**config.mk**
```make
export PLATFORM = sky130hd
export DESIGN_NAME = product_bcd_display
export DESIGN_NICKNAME = d
export VERILOG_FILES = /design/src/rtl/product_bcd_pkg.sv /design/src/rtl/seg7_decoder.sv /design/src/rtl/product_bcd_display.sv
export SDC_FILE = /design/constraint.sdc
export NUM_CORES = 1
export LEC_CHECK = 0
export ABC_AREA = 0
export CAP_MARGIN = 40
export CORE_AREA = 4 4 105 107
export DETAILED_ROUTE_END_ITERATION = 12
export DIE_AREA = 0 0 109 111
export SLEW_MARGIN = 20
export SYNTH_ARGS = -nofsm -noshare
export SYNTH_HDL_FRONTEND = slang
export SYNTH_SLANG_ARGS = --single-unit
```
**constraint.sdc**
```tcl
create_clock -name clk -period 2.9 [get_ports clk]
set_clock_uncertainty 0.1 [all_clocks]
set_input_delay 0.58 -clock clk [delete_from_list [all_inputs] [get_ports clk]]
set_output_delay 0.58 -clock clk [all_outputs]
set_load 0.01 [all_outputs]
```
**src/rtl/product_bcd_pkg.sv**
```systemverilog
// Shared types and constants for the binary-to-BCD product display.
// Holds the FSM state type, segment table and double-dabble helpers.
package product_bcd_pkg;

  typedef enum logic [1:0] {IDLE, SHIFT, DONE} state_t;

  localparam int DIGIT_W = 4;
  localparam int ITERS   = 8;

  // Index 0 sits at the LSB end; bit order per entry is {g,f,e,d,c,b,a}.
  localparam logic [9:0][6:0] SEG_TABLE = {
    7'h6F, 7'h7F, 7'h07, 7'h7D, 7'h6D, 7'h66, 7'h4F, 7'h5B, 7'h06, 7'h3F
  };

  function automatic logic [3*DIGIT_W-1:0] dabble_adjust(input logic [3*DIGIT_W-1:0] s);
    logic [3*DIGIT_W-1:0] r;
    r = s;
    for (int i = 0; i < 3; i++) begin
      if (s[i*DIGIT_W +: DIGIT_W] >= 4'd5)
        r[i*DIGIT_W +: DIGIT_W] = s[i*DIGIT_W +: DIGIT_W] + 4'd3;
    end
    return r;
  endfunction

endpackage

```
**src/rtl/seg7_decoder.sv**
```systemverilog
// Single-digit BCD to seven-segment decoder with blanking.
// Non-decimal codes also go dark.
module seg7_decoder
  import product_bcd_pkg::*;
(
  input  logic [DIGIT_W-1:0] digit,
  input  logic               blank,
  output logic [6:0]         seg
);

  always_comb begin
    seg = '0;
    if (!blank && digit <= 4'd9)
      seg = SEG_TABLE[digit];
  end

endmodule

```
**src/rtl/product_bcd_display.sv**
```systemverilog
// Converts an 8-bit product to three BCD digits by double-dabble and
// scans them onto a multiplexed seven-segment display.
module product_bcd_display
  import product_bcd_pkg::*;
#(
  parameter int SCAN_DIV = 1024
) (
  input  logic        clk,
  input  logic        rst_n,
  input  logic [7:0]  prod_in,
  input  logic        prod_valid,
  output logic        prod_ready,
  output logic [11:0] bcd_out,
  output logic        bcd_valid,
  output logic [6:0]  seg_out,
  output logic [2:0]  dig_sel
);

  localparam logic [15:0] LAST_TICK = 16'(SCAN_DIV - 1);
  localparam logic [2:0]  LAST_STEP = 3'(ITERS - 1);

  state_t       state, state_nx;
  logic [7:0]   bin, bin_nx;
  logic [11:0]  scratch, scratch_nx;
  logic [2:0]   cnt;
  logic [15:0]  presc;
  logic [3:0]   cur_digit;
  logic         cur_blank;

  always_ff @(posedge clk or negedge rst_n) begin
    if (!rst_n) state <= IDLE;
    else        state <= state_nx;
  end

  always_comb begin
    state_nx = state;
    case (state)
      IDLE:    if (prod_valid) state_nx = SHIFT;
      SHIFT:   if (cnt == LAST_STEP) state_nx = DONE;
      DONE:    state_nx = IDLE;
      default: state_nx = IDLE;
    endcase
  end

  assign prod_ready = (state == IDLE);
  assign bcd_valid  = (state == DONE);

  // One dabble step: adjust digits first, then shift the whole chain.
  always_comb begin
    {scratch_nx, bin_nx} = {dabble_adjust(scratch), bin} << 1;
  end

  always_ff @(posedge clk or negedge rst_n) begin
    if (!rst_n) begin
      bin     <= '0;
      scratch <= '0;
      cnt     <= '0;
      bcd_out <= '0;
    end else if (state == IDLE && prod_valid) begin
      bin     <= prod_in;
      scratch <= '0;
      cnt     <= '0;
    end else if (state == SHIFT) begin
      bin     <= bin_nx;
      scratch <= scratch_nx;
      cnt     <= cnt + 3'd1;
      if (cnt == LAST_STEP)
        bcd_out <= scratch_nx;
    end
  end

  // Display scan runs freely regardless of conversion activity.
  always_ff @(posedge clk or negedge rst_n) begin
    if (!rst_n) begin
      presc   <= '0;
      dig_sel <= 3'b001;
    end else if (presc == LAST_TICK) begin
      presc   <= '0;
      dig_sel <= {dig_sel[1:0], dig_sel[2]};
    end else begin
      presc   <= presc + 16'd1;
    end
  end

  always_comb begin
    cur_digit = bcd_out[3:0];
    cur_blank = 1'b0;
    if (dig_sel[1]) begin
      cur_digit = bcd_out[7:4];
      cur_blank = (bcd_out[11:4] == 8'd0);
    end else if (dig_sel[2]) begin
      cur_digit = bcd_out[11:8];
      cur_blank = (bcd_out[11:8] == 4'd0);
    end
  end

  seg7_decoder u_seg (
    .digit (cur_digit),
    .blank (cur_blank),
    .seg   (seg_out)
  );

endmodule

```
==> run_results.csv <==
group,metric,value,unit
global_route,grt_pass1_wl,10800,microns
setup_path,crit_fanout,3,
synthesis,synth_nets,319,
clock_network,cts_root_buf,"clkbuf_8",
final_layout,register_area,1400,sq um
power,p_sw_share,38.3,%
clock_network,clk_latency,300,ps
floorplan,die_width,109,microns
global_route,grt_max_degree,57,
power,p_leak,0.00158,uW
placement,hpwl,4400,microns
setup_path,path_class,"register to primary output",
drt,via_per_inst,4.71,
final_layout,drive_above_1_share,19.0,%
synthesis,avgSynthCellArea,10.0,sq um
sta,fmax,350,MHz
clock_network,clockBufferDepth,2,
synthesis,yosysWarnings,0,
sta,tns,0,ps
power,pwr-share-comb,48.8,%
floorplan,ios,35,
final_layout,final_common_cell,"dfrtp_1",
sta,slew_violations,0,
setup_path,crit_start,"dig_sel[2]",
placement,gp_congestion,0.758,
drt,top_layer,"met4",
floorplan,dieArea,12100,sq um
power,vdd_ir_drop_max,0.000259,V
sta,rsz0062_at_grt,"yes",
clock_network,cts_tree,"built",
sta,finalSetupViolations,0,
flow_run,cap_violations,0,
synthesis,syn_inst,293,
drt,wl,6210,microns
setup_path,slowest_stage,"dfrtp_1",
power,internal_power,2020,uW
clock_network,path_clk_slew,90,ps
clock_network,cts_sinks,56,
placement,io_buffer_count,34,
synthesis,synth_seq_cells,56,
sta,finalHoldWorstSlack,307,ps
setup_path,crit_arrival,2170,ps
sta,worstMarginPinSlew,705,ps
setup_path,r2r_end,"dig_sel[2]",
final_layout,fillers,1006,
setup_path,crit_path_end,"seg_out[6]",
drt,ant_nets,0,
synthesis,postSynth.asyncResetShare,100,%
final_layout,layout_common_cells,"dfrtp_1 (55), nand2_1 (27), o21ai_0 (27)",
clock_network,cts_inserted_buffers,5,
setup_path,crit_chain,"mux2_4, mux2i_4, inv_2, buf_4, buf_4, ha_1, inv_1, mux2i_1, a21oi_1, buf_2",
setup_path,critPathRequiredTime,2220,ps
drt,drc_errors,0,
synthesis,synthFlopType,"dfrtp_1",
global_route,grt.overflow.total,0,
global_route,grt_pass1_vias,2215,
worst_hold_path,hold_class,"input port to async pin",
setup_path,cp_common_cell,"buf_4",
power,p_sw,1250,uW
power,powerDensity,887,nW/um^2
power,p_clk_share,13.5,%
drt,wirelength_met1,2830,microns
drt,wl_per_cell,12.8,microns
floorplan,die_h,111,microns
global_route,antenna_found_initial,0,
setup_path,startpoint_type,"register",
synthesis,synth-edff-count,0,
synthesis,ys_types,38,
setup_path,cp.depth,10,
sta,fin_crit_sh,98.4,%
clock_network,ctsHoldBuffers,0,
run_status,status,"finished clean",
floorplan,initial_core_util,29.0,%
synthesis,synth-seq-area-share,47.7,%
setup_path,r2r_start,"presc[0]",
setup_path,cp.buffers_inverters,5,
drt,vias,2273,
final_layout,area_growth,25.3,%
setup_path,rr_worst_depth,5,
floorplan,core-area,10100,sq um
drt,first_pass_iters,4,
clock_network,cts_max_level,2,
floorplan,rows,37,
setup_path,rrSetupSlack,740,ps
drt,drt_iter0_drc,52,
sta,hold_viol_final,0,
drt,wl_met3,225,microns
sta,min_period,2850,ps
sta,maxSlewHeadroom,53.0,%
setup_path,cpPeakStageDelay,420,ps
setup_path,cp_top_family,"multiplexers",
drt,routed-wl-met2,3120,microns
setup_path,endpoint_kind,"primary output",
global_route,grt_use_total,10.9,%
final_layout,num_antenna_cells,0,
final_layout,multi_input_area,1490,sq um
final_layout,layout.nets,372,
power,seq_power_share,37.6,%
synthesis,synth_area,2940,sq um
metal layers:
layer | GRT usage, % | vias up
met3 | 2.85 | 2
met1 | 14.7 | 1106
met5 | 0 | -
met4 | 2.27 | 0
met2 | 17.6 | 34
li1 | - | 1131
per-stage QoR:
stage,setup slack [ps],total power [uW],util (%),std cells,area (sq um)
floorplan,89.4,2150,-,293,2940
global placement,-15.1,2820,34.8,469,3530
detailed placement,-91.9,2850,34.8,469,3530
CTS,28.3,3260,35.7,479,3620
global route,-123,3580,36.4,483,3690
finish,45.3,3270,36.4,483,3690
power groups by stage:
| stage | Clock (uW) | Combinational, uW | Sequential (uW) |
|---|---|---|---|
| 6_report | 443 | 1600 | 1230 |
| 5_1_grt | 495 | 1810 | 1270 |
| 4_1_cts | 464 | 1560 | 1240 |
| 3_5_place_dp | 0 | 1600 | 1250 |
| 3_3_place_gp | 0 | 1570 | 1240 |
| 2_1_floorplan | 0 | 943 | 1200 |
sequential cells by signal (all words and copies together), names as in the netlist:
name,count
bin,8
state,2
cnt,3
bcd_out,12
dig_sel,3
presc,16
scratch,12
final cells by class:
class | instances | area share [%]
Multi-Input combinational cell | 211 | 40.3
Inverter | 14 | 1.42
Clock buffer | 7 | 2.34
Sequential cell | 56 | 38.0
Clock inverter | 1 | 0.204
Tap cell | 136 | 4.61
Timing Repair Buffer | 58 | 13.1
cells in the mapped netlist, drive strengths merged (6+ instances only):
library cell | count | area, sq um
mux2i | 7 | 70.1
a22oi | 7 | 52.6
clkbuf | 8 | 30.0
a21oi | 24 | 120
a22o | 6 | 52.6
mux2 | 14 | 169
nand2 | 27 | 101
inv | 14 | 52.6
dfrtp | 55 | 1380
xnor2 | 12 | 105
nor2 | 14 | 52.6
o21ai | 28 | 140
ha | 15 | 188
nor2b | 12 | 75.1
nand3 | 8 | 40.0
kinds of logic (layout without fill, tap and decap cells):
family	count (synthesis)	after routing	synth area share (%)
fa+ha+maj	15	15	6.38
flops	56	56	47.7
buf+inv	26	80	3.70
compound gates	72	72	14.2
simple gates	87	87	15.2
xor+xnor	16	16	4.76
mux	21	21	8.12
how the worst min path moves through the flow:
stage	start	endpoint	slack (ps)
2_1_floorplan	rst_n	bcd_out[0]	180
3_3_place_gp	presc[15]	presc[15]	370
3_5_place_dp	presc[15]	presc[15]	370
4_1_cts	rst_n	presc[8]	330
5_1_grt	rst_n	presc[12]	370
6_report	rst_n	presc[15]	310
timing repair:
action,4_1_cts,5_1_grt
hold endpoints to repair,0,0
setup buffers,2,4
pin swaps,0,2
resized for setup,34,10
endpoints found under the setup margin,7,7
worst reg2reg max path, stage by stage (launching register included):
cell     delay (ps)
dfrtp_1         410
ha_1            270
nand2_1          80
or3_4           390
and3b_1         470
mux2_4          330
Power figures use the tool's default switching activity.
